<file path="src/rtl/fetch_pc_unit_pkg.sv">
// Shared types and helpers for the fetch PC unit: state encoding, instruction width, BTB geometry.
// RAM_ADR_W falls back to 32 when the surrounding build does not define it.
`ifndef RAM_ADR_W
`define RAM_ADR_W 32
`endif

package fetch_pc_unit_pkg;

   localparam int unsigned FETCH_INST_W = 32;

   typedef enum logic [1:0] {
      FS_IDLE,
      FS_REQ,
      FS_WAIT,
      FS_DRAIN
   } fetch_state_t;

   function automatic int unsigned btb_idx_w(input int unsigned depth);
      return $clog2(depth);
   endfunction

   // Tag covers everything above the index and the two byte-offset bits.
   function automatic int unsigned btb_tag_w(input int unsigned addr_w, input int unsigned depth);
      return addr_w - 2 - $clog2(depth);
   endfunction

endpackage

</file>
<file path="src/rtl/fetch_pc_unit_if.sv">
// Single-outstanding instruction-cache port between the fetch unit (master) and the icache (slave).
interface fetch_pc_unit_if
   import fetch_pc_unit_pkg::*;
#(
   parameter int unsigned ADDR_W = `RAM_ADR_W,
   parameter int unsigned INST_W = FETCH_INST_W
);
   logic              req_valid;
   logic [ADDR_W-1:0] req_pc;
   logic              req_ready;
   logic              rsp_valid;
   logic [INST_W-1:0] rsp_data;

   modport master (
      output req_valid, req_pc,
      input  req_ready, rsp_valid, rsp_data
   );

   modport slave (
      input  req_valid, req_pc,
      output req_ready, rsp_valid, rsp_data
   );
endinterface

</file>
<file path="src/rtl/fetch_pc_unit_btb.sv">
// Direct-mapped branch target buffer for the fetch unit; lookup is combinational on the
// current fetch PC, updates land at the clock edge so a same-cycle lookup sees old contents.
module fetch_btb
   import fetch_pc_unit_pkg::*;
#(
   parameter int unsigned ADDR_W = 32,
   parameter int unsigned DEPTH  = 16
) (
   input  logic              clk,
   input  logic              rst,
   input  logic [ADDR_W-1:0] lookup_pc,
   output logic              hit,
   output logic [ADDR_W-1:0] target,
   input  logic              upd_en,
   input  logic [ADDR_W-1:0] upd_pc,
   input  logic [ADDR_W-1:0] upd_tgt,
   input  logic              upd_taken
);
   localparam int unsigned IDX_W = btb_idx_w(DEPTH);
   localparam int unsigned TAG_W = btb_tag_w(ADDR_W, DEPTH);

   logic [DEPTH-1:0]  valid;
   logic [TAG_W-1:0]  tag_mem [DEPTH];
   logic [ADDR_W-3:0] tgt_mem [DEPTH];

   logic [IDX_W-1:0] lk_idx, up_idx;
   logic [TAG_W-1:0] lk_tag, up_tag;
   logic             unused_low_bits;

   assign lk_idx = lookup_pc[IDX_W+1:2];
   assign lk_tag = lookup_pc[ADDR_W-1:IDX_W+2];
   assign up_idx = upd_pc[IDX_W+1:2];
   assign up_tag = upd_pc[ADDR_W-1:IDX_W+2];
   assign unused_low_bits = ^{lookup_pc[1:0], upd_pc[1:0], upd_tgt[1:0]};

   assign hit    = valid[lk_idx] && (tag_mem[lk_idx] == lk_tag);
   assign target = {tgt_mem[lk_idx], 2'b00};

   always_ff @(posedge clk or negedge rst) begin
      if (!rst) begin
         valid <= '0;
      end else if (upd_en) begin
         valid[up_idx] <= upd_taken;
      end
   end

   always_ff @(posedge clk) begin
      if (upd_en && upd_taken) begin
         tag_mem[up_idx] <= up_tag;
         tgt_mem[up_idx] <= upd_tgt[ADDR_W-1:2];
      end
   end
endmodule

</file>
<file path="src/rtl/fetch_pc_unit.sv">
// Fetch PC owner: issues one icache request at a time, holds one instruction for decode,
// redirects on flush/prediction and squashes stale responses. Optional BTB via FETCH_BTB_EN.
module fetch_pc_unit
   import fetch_pc_unit_pkg::*;
#(
   parameter int unsigned       ADDR_W    = `RAM_ADR_W,
   parameter int unsigned       INST_W    = FETCH_INST_W,
   parameter logic [ADDR_W-1:0] RESET_VEC = '0,
   parameter int unsigned       BTB_DEPTH = 16
) (
   input  logic                 clk,
   input  logic                 rst,
   input  logic                 en,
   input  logic                 flush_en_i,
   input  logic [ADDR_W-1:0]    flush_pc_i,
   input  logic                 pred_en_i,
   input  logic [ADDR_W-1:0]    pred_pc_i,
   fetch_pc_unit_if.master      ic,
   output logic                 inst_valid_o,
   output logic [INST_W-1:0]    inst_o,
   output logic [ADDR_W-1:0]    inst_pc_o,
   output logic                 pred_taken_o,
   input  logic                 dec_ready_i,
   input  logic                 btb_upd_en_i,
   input  logic [ADDR_W-1:0]    btb_upd_pc_i,
   input  logic [ADDR_W-1:0]    btb_upd_tgt_i,
   input  logic                 btb_upd_taken_i
);
   fetch_state_t      state, state_next;
   logic [ADDR_W-1:0] pc_q, pc_next, next_seq, redir_pc;
   logic              redir, load;
   logic              btb_hit;
   logic [ADDR_W-1:0] btb_tgt;
   logic              unused_pc_bits;

   assign redir          = flush_en_i | pred_en_i;
   assign redir_pc       = {(flush_en_i ? flush_pc_i[ADDR_W-1:2] : pred_pc_i[ADDR_W-1:2]), 2'b00};
   assign unused_pc_bits = ^{flush_pc_i[1:0], pred_pc_i[1:0]};

`ifdef FETCH_BTB_EN
   fetch_btb #(
      .ADDR_W (ADDR_W),
      .DEPTH  (BTB_DEPTH)
   ) u_btb (
      .clk       (clk),
      .rst       (rst),
      .lookup_pc (pc_q),
      .hit       (btb_hit),
      .target    (btb_tgt),
      .upd_en    (btb_upd_en_i),
      .upd_pc    (btb_upd_pc_i),
      .upd_tgt   (btb_upd_tgt_i),
      .upd_taken (btb_upd_taken_i)
   );
`else
   logic unused_btb_ports;
   assign btb_hit          = 1'b0;
   assign btb_tgt          = '0;
   assign unused_btb_ports = ^{btb_upd_en_i, btb_upd_pc_i, btb_upd_tgt_i, btb_upd_taken_i};
`endif

   assign next_seq     = btb_hit ? btb_tgt : pc_q + ADDR_W'(4);
   assign ic.req_valid = (state == FS_REQ);
   assign ic.req_pc    = pc_q;

   always_ff @(posedge clk or negedge rst) begin
      if (!rst) state <= FS_IDLE;
      else      state <= state_next;
   end

   // A redirect in WAIT drops the response: if it arrives the same cycle nothing is left to drain.
   always_comb begin
      state_next = state;
      load       = 1'b0;
      unique case (state)
         FS_IDLE:  if (!redir && en && (!inst_valid_o || dec_ready_i)) state_next = FS_REQ;
         FS_REQ:   if (ic.req_ready) state_next = redir ? FS_DRAIN : FS_WAIT;
         FS_WAIT: begin
            if (ic.rsp_valid) begin
               state_next = FS_IDLE;
               load       = !redir;
            end else if (redir) begin
               state_next = FS_DRAIN;
            end
         end
         FS_DRAIN: if (ic.rsp_valid) state_next = FS_IDLE;
         default:  state_next = FS_IDLE;
      endcase
   end

   always_comb begin
      pc_next = pc_q;
      if (redir)     pc_next = redir_pc;
      else if (load) pc_next = next_seq;
   end

   always_ff @(posedge clk or negedge rst) begin
      if (!rst) begin
         pc_q         <= RESET_VEC;
         inst_valid_o <= 1'b0;
         inst_o       <= '0;
         inst_pc_o    <= '0;
         pred_taken_o <= 1'b0;
      end else begin
         pc_q <= pc_next;
         if (load) begin
            inst_valid_o <= 1'b1;
            inst_o       <= ic.rsp_data;
            inst_pc_o    <= pc_q;
            pred_taken_o <= btb_hit;
         end else if (redir || (dec_ready_i && inst_valid_o)) begin
            inst_valid_o <= 1'b0;
         end
      end
   end
endmodule

</file>
<file path="src/flat_wrapper.sv">
// flat-port wrapper written by rule: the top's interface ports become plain ports
module fetch_pc_unit_flat import fetch_pc_unit_pkg::*;
#(
   parameter int unsigned       ADDR_W    = `RAM_ADR_W,
   parameter int unsigned       INST_W    = FETCH_INST_W,
   parameter logic [ADDR_W-1:0] RESET_VEC = '0,
   parameter int unsigned       BTB_DEPTH = 16
)
  (clk, rst, en, flush_en_i, flush_pc_i, pred_en_i, pred_pc_i, inst_valid_o, inst_o, inst_pc_o, pred_taken_o, dec_ready_i, btb_upd_en_i, btb_upd_pc_i, btb_upd_tgt_i, btb_upd_taken_i, ic_req_valid, ic_req_pc, ic_req_ready, ic_rsp_valid, ic_rsp_data);
  fetch_pc_unit_if #(.ADDR_W(ADDR_W), .INST_W(INST_W)) ic_i ();
  input  logic clk;
  input  logic rst;
  input  logic en;
  input  logic flush_en_i;
  input  logic [ADDR_W-1:0] flush_pc_i;
  input  logic pred_en_i;
  input  logic [ADDR_W-1:0] pred_pc_i;
  output logic inst_valid_o;
  output logic [INST_W-1:0] inst_o;
  output logic [ADDR_W-1:0] inst_pc_o;
  output logic pred_taken_o;
  input  logic dec_ready_i;
  input  logic btb_upd_en_i;
  input  logic [ADDR_W-1:0] btb_upd_pc_i;
  input  logic [ADDR_W-1:0] btb_upd_tgt_i;
  input  logic btb_upd_taken_i;
  output wire logic [$bits(ic_i.req_valid)-1:0] ic_req_valid;
  output wire logic [$bits(ic_i.req_pc)-1:0] ic_req_pc;
  input wire logic [$bits(ic_i.req_ready)-1:0] ic_req_ready;
  input wire logic [$bits(ic_i.rsp_valid)-1:0] ic_rsp_valid;
  input wire logic [$bits(ic_i.rsp_data)-1:0] ic_rsp_data;
  assign ic_req_valid = ic_i.req_valid;
  assign ic_req_pc = ic_i.req_pc;
  assign ic_i.req_ready = ic_req_ready;
  assign ic_i.rsp_valid = ic_rsp_valid;
  assign ic_i.rsp_data = ic_rsp_data;
  fetch_pc_unit #(.ADDR_W(ADDR_W), .INST_W(INST_W), .RESET_VEC(RESET_VEC), .BTB_DEPTH(BTB_DEPTH)) u_core (.clk(clk), .rst(rst), .en(en), .flush_en_i(flush_en_i), .flush_pc_i(flush_pc_i), .pred_en_i(pred_en_i), .pred_pc_i(pred_pc_i), .ic(ic_i), .inst_valid_o(inst_valid_o), .inst_o(inst_o), .inst_pc_o(inst_pc_o), .pred_taken_o(pred_taken_o), .dec_ready_i(dec_ready_i), .btb_upd_en_i(btb_upd_en_i), .btb_upd_pc_i(btb_upd_pc_i), .btb_upd_tgt_i(btb_upd_tgt_i), .btb_upd_taken_i(btb_upd_taken_i));
endmodule
</file>
<file path="config.mk">
export PLATFORM = sky130hd
export DESIGN_NAME = fetch_pc_unit_flat
export DESIGN_NICKNAME = d
export VERILOG_FILES = /design/src/rtl/fetch_pc_unit_pkg.sv /design/src/rtl/fetch_pc_unit_if.sv /design/src/rtl/fetch_pc_unit_btb.sv /design/src/rtl/fetch_pc_unit.sv /design/src/flat_wrapper.sv
export SDC_FILE = /design/constraint.sdc
export NUM_CORES = 1
export LEC_CHECK = 0
export ABC_CLOCK_PERIOD_IN_PS = 4000
export CAP_MARGIN = 25
export CORE_MARGIN = 10
export CORE_UTILIZATION = 65
export DETAILED_ROUTE_END_ITERATION = 10
export DONT_BUFFER_PORTS = 1
export PLACE_DENSITY = 0.81
export SYNTH_ARGS = -nofsm -noshare
export SYNTH_HDL_FRONTEND = slang
export SYNTH_HIERARCHICAL = 1
export SYNTH_SLANG_ARGS = --single-unit
</file>
<file path="constraint.sdc">
create_clock -name clk -period 4 [get_ports clk]
set_clock_uncertainty 0.15 [all_clocks]
set_input_delay 0.8 -clock clk [delete_from_list [all_inputs] [get_ports clk]]
set_output_delay 0.8 -clock clk [all_outputs]
set_load 0.01 [all_outputs]
</file>
After elaboration in Yosys (flattened, before gate mapping)
Index checks and enable logic that the tools add are counted.
{ "word_totals": {"register_bits": 99, "inputBits": 170, "output_inout_bits": 99, "wordCells": 39} }
{ "op_classes": {"addsub": 1, "eq_ne": 7, "mux": 14, "bitwise": 1, "reduce_logical": 11} }
{ "ops": {"columns": ["op", "count"], "rows": [
  ["two-way mux 32 bit", 2],
  ["adder 32 x 3 -> 32 bit, second input constant", 1],
  ["two-way mux 30 bit", 1],
  ["two-way mux 2 bit", 5],
  ["case mux 2 bit (4 select lines)", 1],
  ["two-way mux 1 bit", 5],
  ["== test 2 bit, second input constant", 2],
  ["inequality test 2 x 1 -> 1 bit, second input constant", 2],
  ["AND reduction 4 bit", 1],
  ["nonzero test 2 bit", 2],
  ["logical AND 1 bit", 3],
  ["inequality test 3 x 2 -> 1 bit, second input constant", 1],
  ["== test 2 x 1 -> 1 bit, second input constant", 1],
  ["logical NOT 1 bit", 2],
  ["logical NOT 2 bit", 1],
  ["logical OR 1 bit", 2],
  ["inequality test 2 bit, second input constant", 1],
  ["bitwise OR 1 bit", 1]
]} }

Logic depth before layout (Yosys ltp)
{ "depth": {"word_depth": 6, "ltp_mapped": 7, "mapped_depth_nobuf": 6} }

Worst setup path after synthesis
OpenSTA, ideal clock, no wires.
{ "synth_timing": {"kind": "input port to flip-flop", "start": "input flush_en_i", "end": "register u_core.inst_pc_o[5]", "setup_ns": 0.065, "arrival_ns": 2.145, "required_ns": 3.785, "path_slack_ns": 1.640, "stages": 7, "n_path_buf": 3, "path_cell_list": "clkbuf_1 > or2_2 > clkbuf_1 > nor2_1 > clkbuf_1 > nand2_1 > nand2_1"} }
{ "synth_between": {"elab_chain_cells": 4} }
{ "synth_rtl": {"columns": ["element", "line", "text"], "rows": [
  ["start, declared", "flat_wrapper.sv:14", "input logic flush_en_i;"],
  ["bitwise OR 1 bit", "fetch_pc_unit.sv:36", "assign redir = flush_en_i | pred_en_i;"],
  ["logical NOT 1 bit", "fetch_pc_unit.sv:81", "load = !redir;"],
  ["two-way mux 1 bit", "fetch_pc_unit.sv:79", "if (ic.rsp_valid) begin"],
  ["two-way mux 1 bit", "fetch_pc_unit.sv:75", "unique case (state)"],
  ["end signal, assigned", "fetch_pc_unit.sv:109", "inst_pc_o <= pc_q;"],
  ["end, declared", "fetch_pc_unit.sv:21", "output logic [ADDR_W-1:0] inst_pc_o,"]
]} }
No other way between the ends.
A chain may end at the register's enable or synchronous reset.

Worst setup path after layout
{ "layout_timing": {"start": "register u_core.pc_q[2], in the netlist u_core/ic.req_pc[2]", "end": "register u_core.pc_q[12], in the netlist u_core/ic.req_pc[12]"} }
{ "layout_between": {"elab_chain_cells": 3} }
{ "layout_rtl": {"columns": ["element", "line", "text"], "rows": [
  ["start, declared", "fetch_pc_unit.sv:30", "logic [ADDR_W-1:0] pc_q, pc_next, next_seq, redir_pc;"],
  ["start signal, assigned", "fetch_pc_unit.sv:105", "pc_q <= pc_next;"],
  ["adder 32 x 3 -> 32 bit", "fetch_pc_unit.sv:62", "assign next_seq = btb_hit ? btb_tgt : pc_q + ADDR_W'(4);"],
  ["two-way mux 32 bit", "fetch_pc_unit.sv:94", "else if (load) pc_next = next_seq;"],
  ["two-way mux 32 bit", "fetch_pc_unit.sv:93", "if (redir) pc_next = redir_pc;"]
]} }
No other way between the ends. The select of a mux whose other input is x is not followed.

==> metrics.yaml <==
placementRows: 30
die_w_um: 104.8
async_reset_ff_frac: 1.000
routed_wl_um: 13640
avgSynthCellArea_um2: 8.455
port_buffers: 0
p_per_area_mw_per_mm2: 573.9
yosys_warnings: 6
ys_seq_area_frac: 0.5084
max_slew_margin: 0.4712
start_util: 0.6770
grt_first_pass_wirelength_um: 21720
hpwl_um: 9870
final_layout_size_suffix_gt1_frac: 0.06296
crit_arrival_ns: 2.68
fin_util: 0.7098
worst_pin_slew_ns: 0.7914
synth_ff_type: "dfrtp_1"
clock_path_buffers: 2
cap_violations: 0
top_layer_used: "met4"
cts_root_buf: "clkbuf_8"
setup_viol: 0
grt_antenna_before_repair: 2
layout_commonest_cell: "nand2_1"
die_area_mm2: 0.01099
synth_area_mm2: 0.004676
grtUsageTotal: 0.2426
nets: 706
path_buf_inv: 0
fin_hold_ws_ns: 0.2022
worstSetupEndpointType: "register"
clk_pin_slew_ns: 0.10
final_cell_mix: "nand2_1, dfrtp_1, a21oi_1"
dr_wl_met2_um: 6492
place_congestion: 0.8682
crit_fanout: 6
regArea_mm2: 0.002377
power_frac_comb: 0.172
wl_per_cell_um: 21.38
clock_latency_ns: 0.36
core_mm2: 0.006907
synth_cell_types: 52
p_int_uw: 1709
power_switching_uw: 1104
post_dp_cell_area_mm2: 0.004691
setup_tns_ns: 0
startpoint: "u_core/ic.req_pc[2]$_DFFE_PN0P_"
r2r_start: "u_core/ic.req_pc[2]$_DFFE_PN0P_"
synthCells: 553
synth_edf_count: 0
drtAntennaViolNets: 0
final_area_mm2: 0.004902
crit_path_cell_trace: "ha_1, and2_1, nor4b_1, nand3_1, xor2_1, o221ai_1"
drt_iter0_drc: 329
period_minus_slack_ns: 2.569
finalHoldViolCount: 0
synth-seq-cells: 95
area_growth_pct: 4.843
via_per_inst: 6.132
ir_drop_mv: 0.3449
hold_path_class: "primary input to asynchronous set/reset pin"
vias: 3912
route.met3.wl_um: 1473
cp_top_family: "simple AND/OR/NAND/NOR gates"
io_pins: 269
p_sw_frac: 0.3925
rsz0062_at_grt: "no"
timing.fmax_mhz: 389.2
cts_tree: "built"
cts_inserted_buffers: 9
maxSlewViolCount: 0
htree_levels: 3
outcome: "finished clean"
gr-total-overflow: 0
p_leak_uw: 0.002298
path_class: "register to register"
required_ns: 4.11
fp.dieH_um: 104.8
power_frac_seq: 0.619
multi_input_area_mm2: 0.002128
drcViolationCount: 0
fin_crit_sh: 0.6423
drtPass1Iterations: 5
wl_met1_um: 5459
grt_max_degree: 96
critical_path.slowest_cell: "dfrtp_1"
cts_sinks: 95
crit_path_max_incr_delay_ns: 0.58
cp-start-kind: "register"
power.share.clock: 0.210
grt_pass1_vias: 3902
n_fill_cell: 536
sequential cells by signal, summed over array words and instances, names as in the netlist:
signal	flops
u_core/inst_o	32
u_core/inst_pc_o	30
u_core/state	2
u_core/ic.req_pc	30
u_core/inst_valid_o	1
what timing repair did:
item	CTS	global route
endpoints found under the hold margin	95	0
gates resized for setup	0	0
hold buffers	1	0
buffers inserted	0	0
layout make-up:
class | instances | area share
inverters | 8 | 0.006126
clock buffers | 9 | 0.02527
multi-input cells | 417 | 0.4341
well taps | 96 | 0.02450
clock inverters | 7 | 0.01123
flip-flops and latches | 95 | 0.4849
diodes | 2 | 0.001021
repair buffers | 4 | 0.01276
worst paths after layout:
check / to / slack (ns) / depth (start not counted)
setup / recovery: u_core/ic.req_pc[12]$_DFFE_PN0P_ / 1.43 / 6
hold / removal: u_core/inst_pc_o[6]$_DFFE_PN0P_ / 0.20 / 1
setup reg to reg: u_core/ic.req_pc[12]$_DFFE_PN0P_ / 1.43 / 6
hold reg to reg: u_core/inst_o[29]$_DFFE_PN0P_ / 0.41 / 2
max in group asynchronous: u_core/ic.req_pc[2]$_DFFE_PN0P_ / 3.14 / 1
min in group clk: u_core/inst_o[10]$_DFFE_PN0P_ / 0.39 / 2
power by group through the flow:
stage / Sequential, µW / Clock (µW) / Combinational, µW
4_1_cts: 1750 / 598 / 483
5_1_grt: 1790 / 640 / 572
3_5_place_dp: 1780 / 0 / 457
2_1_floorplan: 1640 / 0 / 392
6_report: 1740 / 590 / 483
3_3_place_gp: 1760 / 0 / 427
cell families after synthesis:
logic type / count (synthesis) / synth area share
buffers and inverters: 45 / 0.04228
other: 1 / 0.0008020
flip-flops: 95 / 0.5084
adder cells (fa/ha/maj): 1 / 0.002676
XOR/XNOR: 21 / 0.03934
multiplexers: 5 / 0.01070
AND/OR/NAND/NOR: 306 / 0.2898
AO/OA/AOI/OAI: 79 / 0.1060
per-layer routing:
| layer | vias up | track usage |
|---|---|---|
| li1 | 1782 | - |
| met1 | 1895 | 0.2980 |
| met2 | 212 | 0.3794 |
| met3 | 23 | 0.09582 |
| met4 | 0 | 0.08627 |
| met5 | - | 0 |
stage by stage:
stage	total power, µW	worst slack (ns)	instances
floorplan	2032	1.640	557
global placement	2186	1.309	619
detailed placement	2232	1.220	619
CTS	2836	1.477	636
global route	3005	1.289	637
finish	2813	1.431	638
Yosys cell counts, drive strengths merged (4+ instances only):
master  number  area [µm²]
and3         7       43.79
a31oi        4       25.02
a21oi       31       166.4
nor3         6       30.03
a211oi       9       67.56
nand2      213       799.5
nor2b       11       68.82
nor2        24       90.09
o21ai       18       90.09
dfrtp       95        2377
nand3       15       75.07
mux2i        5       50.05
buf         11       70.07
xnor2       18       157.7
nand4        5       31.28
inv          8       30.03
nor4        10       102.6
clkbuf      26       97.59
Note: power is estimated with default switching activity, not from simulation.
